File: src/rtl/mc_control_fsm.sv
// ============================================================================
// Module   : mc_control_fsm
// Brief    : Multi-cycle MIPS main control unit (Moore FSM); sequences fetch,
//            decode, execute, memory and write-back, and drives every datapath
//            select and enable. Optional macro MC_CTRL_MEM_WAIT_EN adds
//            MemReady wait states to FETCH, MEMRD and MEMWR.
// Revision : 1.0 - initial release
// ============================================================================
`default_nettype none

module mc_control_fsm (
    input  logic       clk,
    input  logic       reset,
    input  logic [5:0] Opcode,
    input  logic [5:0] Funct,
    input  logic       Zero,
    input  logic       MemReady,
    output logic       PCWrite,
    output logic       IorD,
    output logic       MemRead,
    output logic       MemWrite,
    output logic       IRWrite,
    output logic       RegWrite,
    output logic [1:0] RegDst,
    output logic [1:0] MemtoReg,
    output logic       ALUSrcA,
    output logic [1:0] ALUSrcB,
    output logic [2:0] ALUOp,
    output logic [1:0] PCSource,
    output logic       IllegalOp,
    output logic [3:0] State
);

    typedef enum logic [3:0] {
        S_FETCH  = 4'd0,
        S_DECODE = 4'd1,
        S_MEMADR = 4'd2,
        S_MEMRD  = 4'd3,
        S_MEMWB  = 4'd4,
        S_MEMWR  = 4'd5,
        S_REXE   = 4'd6,
        S_ALUWB  = 4'd7,
        S_IEXE   = 4'd8,
        S_BRANCH = 4'd9,
        S_JUMP   = 4'd10,
        S_JR     = 4'd11,
        S_JAL    = 4'd12
    } state_t;

    localparam logic [5:0] C_OP_RTYPE = 6'b000000;
    localparam logic [5:0] C_OP_LW    = 6'b100011;
    localparam logic [5:0] C_OP_SW    = 6'b101011;
    localparam logic [5:0] C_OP_ADDI  = 6'b001000;
    localparam logic [5:0] C_OP_ORI   = 6'b001101;
    localparam logic [5:0] C_OP_ANDI  = 6'b001100;
    localparam logic [5:0] C_OP_LUI   = 6'b001111;
    localparam logic [5:0] C_OP_BEQ   = 6'b000100;
    localparam logic [5:0] C_OP_BNE   = 6'b000101;
    localparam logic [5:0] C_OP_J     = 6'b000010;
    localparam logic [5:0] C_OP_JAL   = 6'b000011;
    localparam logic [5:0] C_FN_JR    = 6'b001000;

    state_t r_state;
    state_t w_next;

    logic w_is_rtype;
    logic w_is_jr;
    logic w_is_lw;
    logic w_is_sw;
    logic w_is_imm;
    logic w_is_beq;
    logic w_is_bne;
    logic w_is_j;
    logic w_is_jal;
    logic w_mem_rdy;

    assign w_is_rtype = (Opcode == C_OP_RTYPE);
    assign w_is_jr    = w_is_rtype && (Funct == C_FN_JR);
    assign w_is_lw    = (Opcode == C_OP_LW);
    assign w_is_sw    = (Opcode == C_OP_SW);
    assign w_is_imm   = (Opcode == C_OP_ADDI) || (Opcode == C_OP_ORI) ||
                        (Opcode == C_OP_ANDI) || (Opcode == C_OP_LUI);
    assign w_is_beq   = (Opcode == C_OP_BEQ);
    assign w_is_bne   = (Opcode == C_OP_BNE);
    assign w_is_j     = (Opcode == C_OP_J);
    assign w_is_jal   = (Opcode == C_OP_JAL);

`ifdef MC_CTRL_MEM_WAIT_EN
    assign w_mem_rdy = MemReady;
`else
    // Without wait states every memory access completes in one cycle.
    logic w_unused_memready;
    assign w_unused_memready = MemReady;
    assign w_mem_rdy         = 1'b1;
`endif

    always_ff @(posedge clk) begin
        if (reset) begin
            r_state <= S_FETCH;
        end else begin
            r_state <= w_next;
        end
    end

    always_comb begin
        w_next    = r_state;
        PCWrite   = 1'b0;
        IorD      = 1'b0;
        MemRead   = 1'b0;
        MemWrite  = 1'b0;
        IRWrite   = 1'b0;
        RegWrite  = 1'b0;
        RegDst    = 2'b00;
        MemtoReg  = 2'b00;
        ALUSrcA   = 1'b0;
        ALUSrcB   = 2'b00;
        ALUOp     = 3'b000;
        PCSource  = 2'b00;
        IllegalOp = 1'b0;
        State     = r_state;

        case (r_state)
            S_FETCH: begin
                MemRead = 1'b1;
                ALUSrcB = 2'b01;
                IRWrite = w_mem_rdy;
                PCWrite = w_mem_rdy;
                if (w_mem_rdy) begin
                    w_next = S_DECODE;
                end
            end
            S_DECODE: begin
                ALUSrcB = 2'b11;
                if (w_is_jr) begin
                    w_next = S_JR;
                end else if (w_is_rtype) begin
                    w_next = S_REXE;
                end else if (w_is_lw || w_is_sw) begin
                    w_next = S_MEMADR;
                end else if (w_is_imm) begin
                    w_next = S_IEXE;
                end else if (w_is_beq || w_is_bne) begin
                    w_next = S_BRANCH;
                end else if (w_is_j) begin
                    w_next = S_JUMP;
                end else if (w_is_jal) begin
                    w_next = S_JAL;
                end else begin
                    IllegalOp = 1'b1;
                    w_next    = S_FETCH;
                end
            end
            S_MEMADR: begin
                ALUSrcA = 1'b1;
                ALUSrcB = 2'b10;
                w_next  = w_is_lw ? S_MEMRD : S_MEMWR;
            end
            S_MEMRD: begin
                MemRead = 1'b1;
                IorD    = 1'b1;
                if (w_mem_rdy) begin
                    w_next = S_MEMWB;
                end
            end
            S_MEMWB: begin
                RegWrite = 1'b1;
                MemtoReg = 2'b01;
                w_next   = S_FETCH;
            end
            S_MEMWR: begin
                MemWrite = 1'b1;
                IorD     = 1'b1;
                if (w_mem_rdy) begin
                    w_next = S_FETCH;
                end
            end
            S_REXE: begin
                ALUSrcA = 1'b1;
                ALUOp   = 3'b111;
                w_next  = S_ALUWB;
            end
            S_IEXE: begin
                ALUSrcA = 1'b1;
                ALUSrcB = 2'b10;
                case (Opcode)
                    C_OP_ADDI: ALUOp = 3'b100;
                    C_OP_ORI:  ALUOp = 3'b101;
                    C_OP_ANDI: ALUOp = 3'b010;
                    C_OP_LUI:  ALUOp = 3'b110;
                    default:   ALUOp = 3'b000;
                endcase
                w_next = S_ALUWB;
            end
            S_ALUWB: begin
                RegWrite = 1'b1;
                RegDst   = w_is_rtype ? 2'b01 : 2'b00;
                w_next   = S_FETCH;
            end
            S_BRANCH: begin
                ALUSrcA  = 1'b1;
                ALUOp    = 3'b001;
                PCSource = 2'b01;
                PCWrite  = (w_is_beq && Zero) || (w_is_bne && !Zero);
                w_next   = S_FETCH;
            end
            S_JUMP: begin
                PCSource = 2'b10;
                PCWrite  = 1'b1;
                w_next   = S_FETCH;
            end
            S_JR: begin
                PCSource = 2'b11;
                PCWrite  = 1'b1;
                w_next   = S_FETCH;
            end
            S_JAL: begin
                // Register file latches the already-incremented PC as the link.
                PCSource = 2'b10;
                PCWrite  = 1'b1;
                RegWrite = 1'b1;
                RegDst   = 2'b10;
                MemtoReg = 2'b10;
                w_next   = S_FETCH;
            end
            default: begin
                w_next = S_FETCH;
            end
        endcase

        if (reset) begin
            PCWrite   = 1'b0;
            IorD      = 1'b0;
            MemRead   = 1'b0;
            MemWrite  = 1'b0;
            IRWrite   = 1'b0;
            RegWrite  = 1'b0;
            RegDst    = 2'b00;
            MemtoReg  = 2'b00;
            ALUSrcA   = 1'b0;
            ALUSrcB   = 2'b00;
            ALUOp     = 3'b000;
            PCSource  = 2'b00;
            IllegalOp = 1'b0;
            State     = 4'd0;
        end
    end

endmodule

`default_nettype wire

File: config.mk
export PLATFORM = sky130hd
export DESIGN_NAME = mc_control_fsm
export DESIGN_NICKNAME = d
export VERILOG_FILES = /design/src/rtl/mc_control_fsm.sv
export SDC_FILE = /design/constraint.sdc
export NUM_CORES = 1
export LEC_CHECK = 0
export BUFFER_PORTS_ARGS = -buffer_cell sky130_fd_sc_hd__clkbuf_2
export CORE_MARGIN = 4
export CORE_UTILIZATION = 43
export DETAILED_ROUTE_END_ITERATION = 16
export PLACE_DENSITY = 0.78
export SETUP_SLACK_MARGIN = 0.4
export SYNTH_ARGS = -nofsm -noshare
export SYNTH_HDL_FRONTEND = slang
export SYNTH_SLANG_ARGS = --single-unit
File: constraint.sdc
create_clock -name clk -period 1.8 [get_ports clk]
set_clock_uncertainty 0.05 [all_clocks]
set_input_delay 0 -clock clk [delete_from_list [all_inputs] [get_ports clk]]
set_output_delay 0 -clock clk [all_outputs]
set_load 0.02 [all_outputs]
==> metrics.txt <==
status finished clean; CP cell instances buf_4, nor2b_4, nand2_4, a211oi_2, buf_4; Max Clk Rate 0.6446 GHz; Seq/Total Area, Yosys 11.70%; routability cong. 0.7939; Post-Syn Area per Cell 6.645 µm²; final hold viol count 0; gr ovfl total 0; Clk Latency, worst-skew pair ~0.24 ns; worst-path fanout max 5; worst hold path class input pin to flip-flop; total number of vias 1013; Slowest-stage cell, CP dfxtp_4; final-stage net count about 170; number of diodes 0; Post-DRT Antenna Nets 0; Setup crit end kind primary output; overall power 463.9 µW; final instance area about 1300 µm²; H-tree levels 1; final slew viol count 0; Pwr Density 363.5 nW/µm²; Top reg by flops r_state; share of cells above drive strength 1 63.23%; # setup viols final 0; synthesized instance count approximately 100; Via-to-Cell Ratio 5.924; Netlist cell types around 40; Slew headroom 71.75%; wire per inst around 16 µm; reg2reg start r_state[1]$_SDFF_PP0_; Setup crit start kind flip-flop; # rows 14; clk slew on worst S/H paths 0.04 ns; commonest non-fill, non-tap cell in the layout buf_4; Async SR Flop Fraction 0%; reg2reg end r_state[1]$_SDFF_PP0_; Req. time, crit path approximately 1.8 ns; die area 2294 µm²; CP delay by family, top flip-flops; Leakage 0.0005637 µW; Sum Neg Setup Slack 0 ns; post-synthesis mux area share 1.463%; CP bufs+invs 2; RSZ-0062 raised after global routing true; Final min period 1.551 ns; placed insts 153; Core Region 1506 µm²; first-pass GRT wire length 3560 µm; Tot GR Track Use 21.78%; dominant synthesized flop cell dfxtp_1; CTS tree done; initial antenna violation count 0; worst hold start Opcode[4]; Simple-Gate Fraction of Synth Area 45.34%; R2R cell count 7; max-cap viol count 0; VDD IR-drop max 0.0003354 V; Yosys reg bits 4; Area Overhead vs Synth 86.47%; total CTS buffers 3; Synth Cell Area 684.4 µm²; Post-DP HPWL 1577 µm; Initial DRC Count 23; Ports 39; Hold Path Depth 3; Post-Synth XOR/XNOR Area 3.839%; Post-synth EDFFs 0; most frequent cells in the layout 29 x buf_4, 20 x clkbuf_2, 13 x nor2_1, 6 x nand2_1; Tcrit/Tclk final 86.18%; Initial Util 45.43%; CP arrival 1.50 ns; clk buf depth 2; worst stage delay on the critical path about 0.37 ns; TritonCTS Sinks 4; reg-to-reg slack, setup 0.33 ns; WL final around 2700 µm; Worst Setup Path Type flip-flop to primary output; Mapped Nets about 120; CTS Hold Bufs 0; Layout Cells excl Fill 171; Die X 47.90 µm; WHS Endpoint r_state[1]$_SDFF_PP0_; Post-DP Area 943.4 µm²; complex-gate fraction of the synthesized area 29.07%; max reg flops 4; Die H 47.90 µm; fill cell count 83; Port-buffer cells 37; Ys Warns 0; 1st-pass router iterations 4; top flop regs r_state (4); post-synthesis adder-cell area fraction 1.463%; vias in the first global route approximately 850; largest net degree at the start of global routing 17; largest family of logic cells by synthesized area simple AND/OR/NAND/NOR gates; most used cell, CP buf_4; DRC 0; Worst-Margin Slew 0.4238 ns; root buffer cell clkbuf_4
layer usage:
metal | share of wire, % | global-route usage (%)
met1 | 39 | 24.12
met3 | 7.4 | 4.135
met2 | 51 | 39.84
met4 | 2.5 | 9.140
met5 | 0 | 0
through the flow:
stage                     setup WS (ns)  util [%]  hold slack, ns
final                            0.2487     84.72         0.03754
after global routing             0.1990     84.72         0.03827
after CTS                        0.2526     75.66         0.02867
after global placement           0.2902     62.62          0.2800
after detailed placement         0.2874     62.62          0.2830
after floorplan                  0.3150         -       -0.004510
worst max path at each step:
stage	startpoint	end	slack (ns)	cells past startpoint
floorplan	r_state[0]$_SDFF_PP0_	MemRead	0.32	4
global placement	r_state[1]$_SDFF_PP0_	PCWrite	0.29	4
detailed placement	r_state[1]$_SDFF_PP0_	PCWrite	0.29	4
CTS	r_state[1]$_SDFF_PP0_	PCWrite	0.25	4
global route	r_state[1]$_SDFF_PP0_	ALUOp[1]	0.20	5
finish	r_state[1]$_SDFF_PP0_	ALUOp[1]	0.25	5
final cells by class:
cell class	count	area, µm²	area share [%]
Multi-Input combinational cell	88	726.9	56.96
Timing Repair Buffer	58	406.6	31.86
Tap cell	16	20.02	1.569
Sequential cell	4	92.59	7.255
Clock buffer	3	22.52	1.765
Inverter	2	7.507	0.5882
cells by family (layout without fill, tap and decap cells):
group	after synthesis	after routing
compound gates	26	26
xor+xnor	3	3
simple gates	57	57
mux	1	1
flops	4	4
fa+ha+maj	1	1
buf+inv	11	63
worst register-to-register path: stages, from the launching register on:
cell,delay (ns)
dfxtp_4,0.36
buf_4,0.14
buf_6,0.12
or2_4,0.26
a21oi_2,0.13
o21bai_2,0.11
buf_4,0.15
a21oi_2,0.08
report_power, final:
group	total, µW	internal, µW	switching [µW]
Clock	112	74.6	37.9
Combinational	255	117	138
Sequential	96.3	90.5	5.81
cells in the mapped netlist, types with 2 or more instances:
| master | n | share of area [%] |
|---|---|---|
| a211oi_1 | 3 | 3.3 |
| or4_1 | 2 | 2.2 |
| xnor2_1 | 2 | 2.6 |
| inv_1 | 2 | 1.1 |
| a211o_1 | 2 | 2.6 |
| nand4_1 | 2 | 1.8 |
| nor4_1 | 2 | 1.8 |
| nand2b_1 | 2 | 1.8 |
| nand2_1 | 9 | 4.9 |
| nor3_1 | 5 | 3.7 |
| o31a_1 | 2 | 2.6 |
| a21oi_1 | 2 | 1.5 |
| o21ai_0 | 4 | 2.9 |
| buf_2 | 3 | 2.2 |
| dfxtp_1 | 4 | 12 |
| nand3_1 | 2 | 1.5 |
| clkbuf_1 | 5 | 2.7 |
| a21boi_0 | 4 | 4.4 |
| or2_2 | 3 | 2.7 |
| nor2b_1 | 5 | 4.6 |
| nor2_1 | 18 | 9.9 |
repair_timing:
action / 4_1_cts / 5_1_grt
resized for setup: 33 / 39
pin swaps: 7 / 8
setup endpoints to repair: 21 / 21
buffers inserted: 8 / 7
Power figures use the tool's default switching activity.
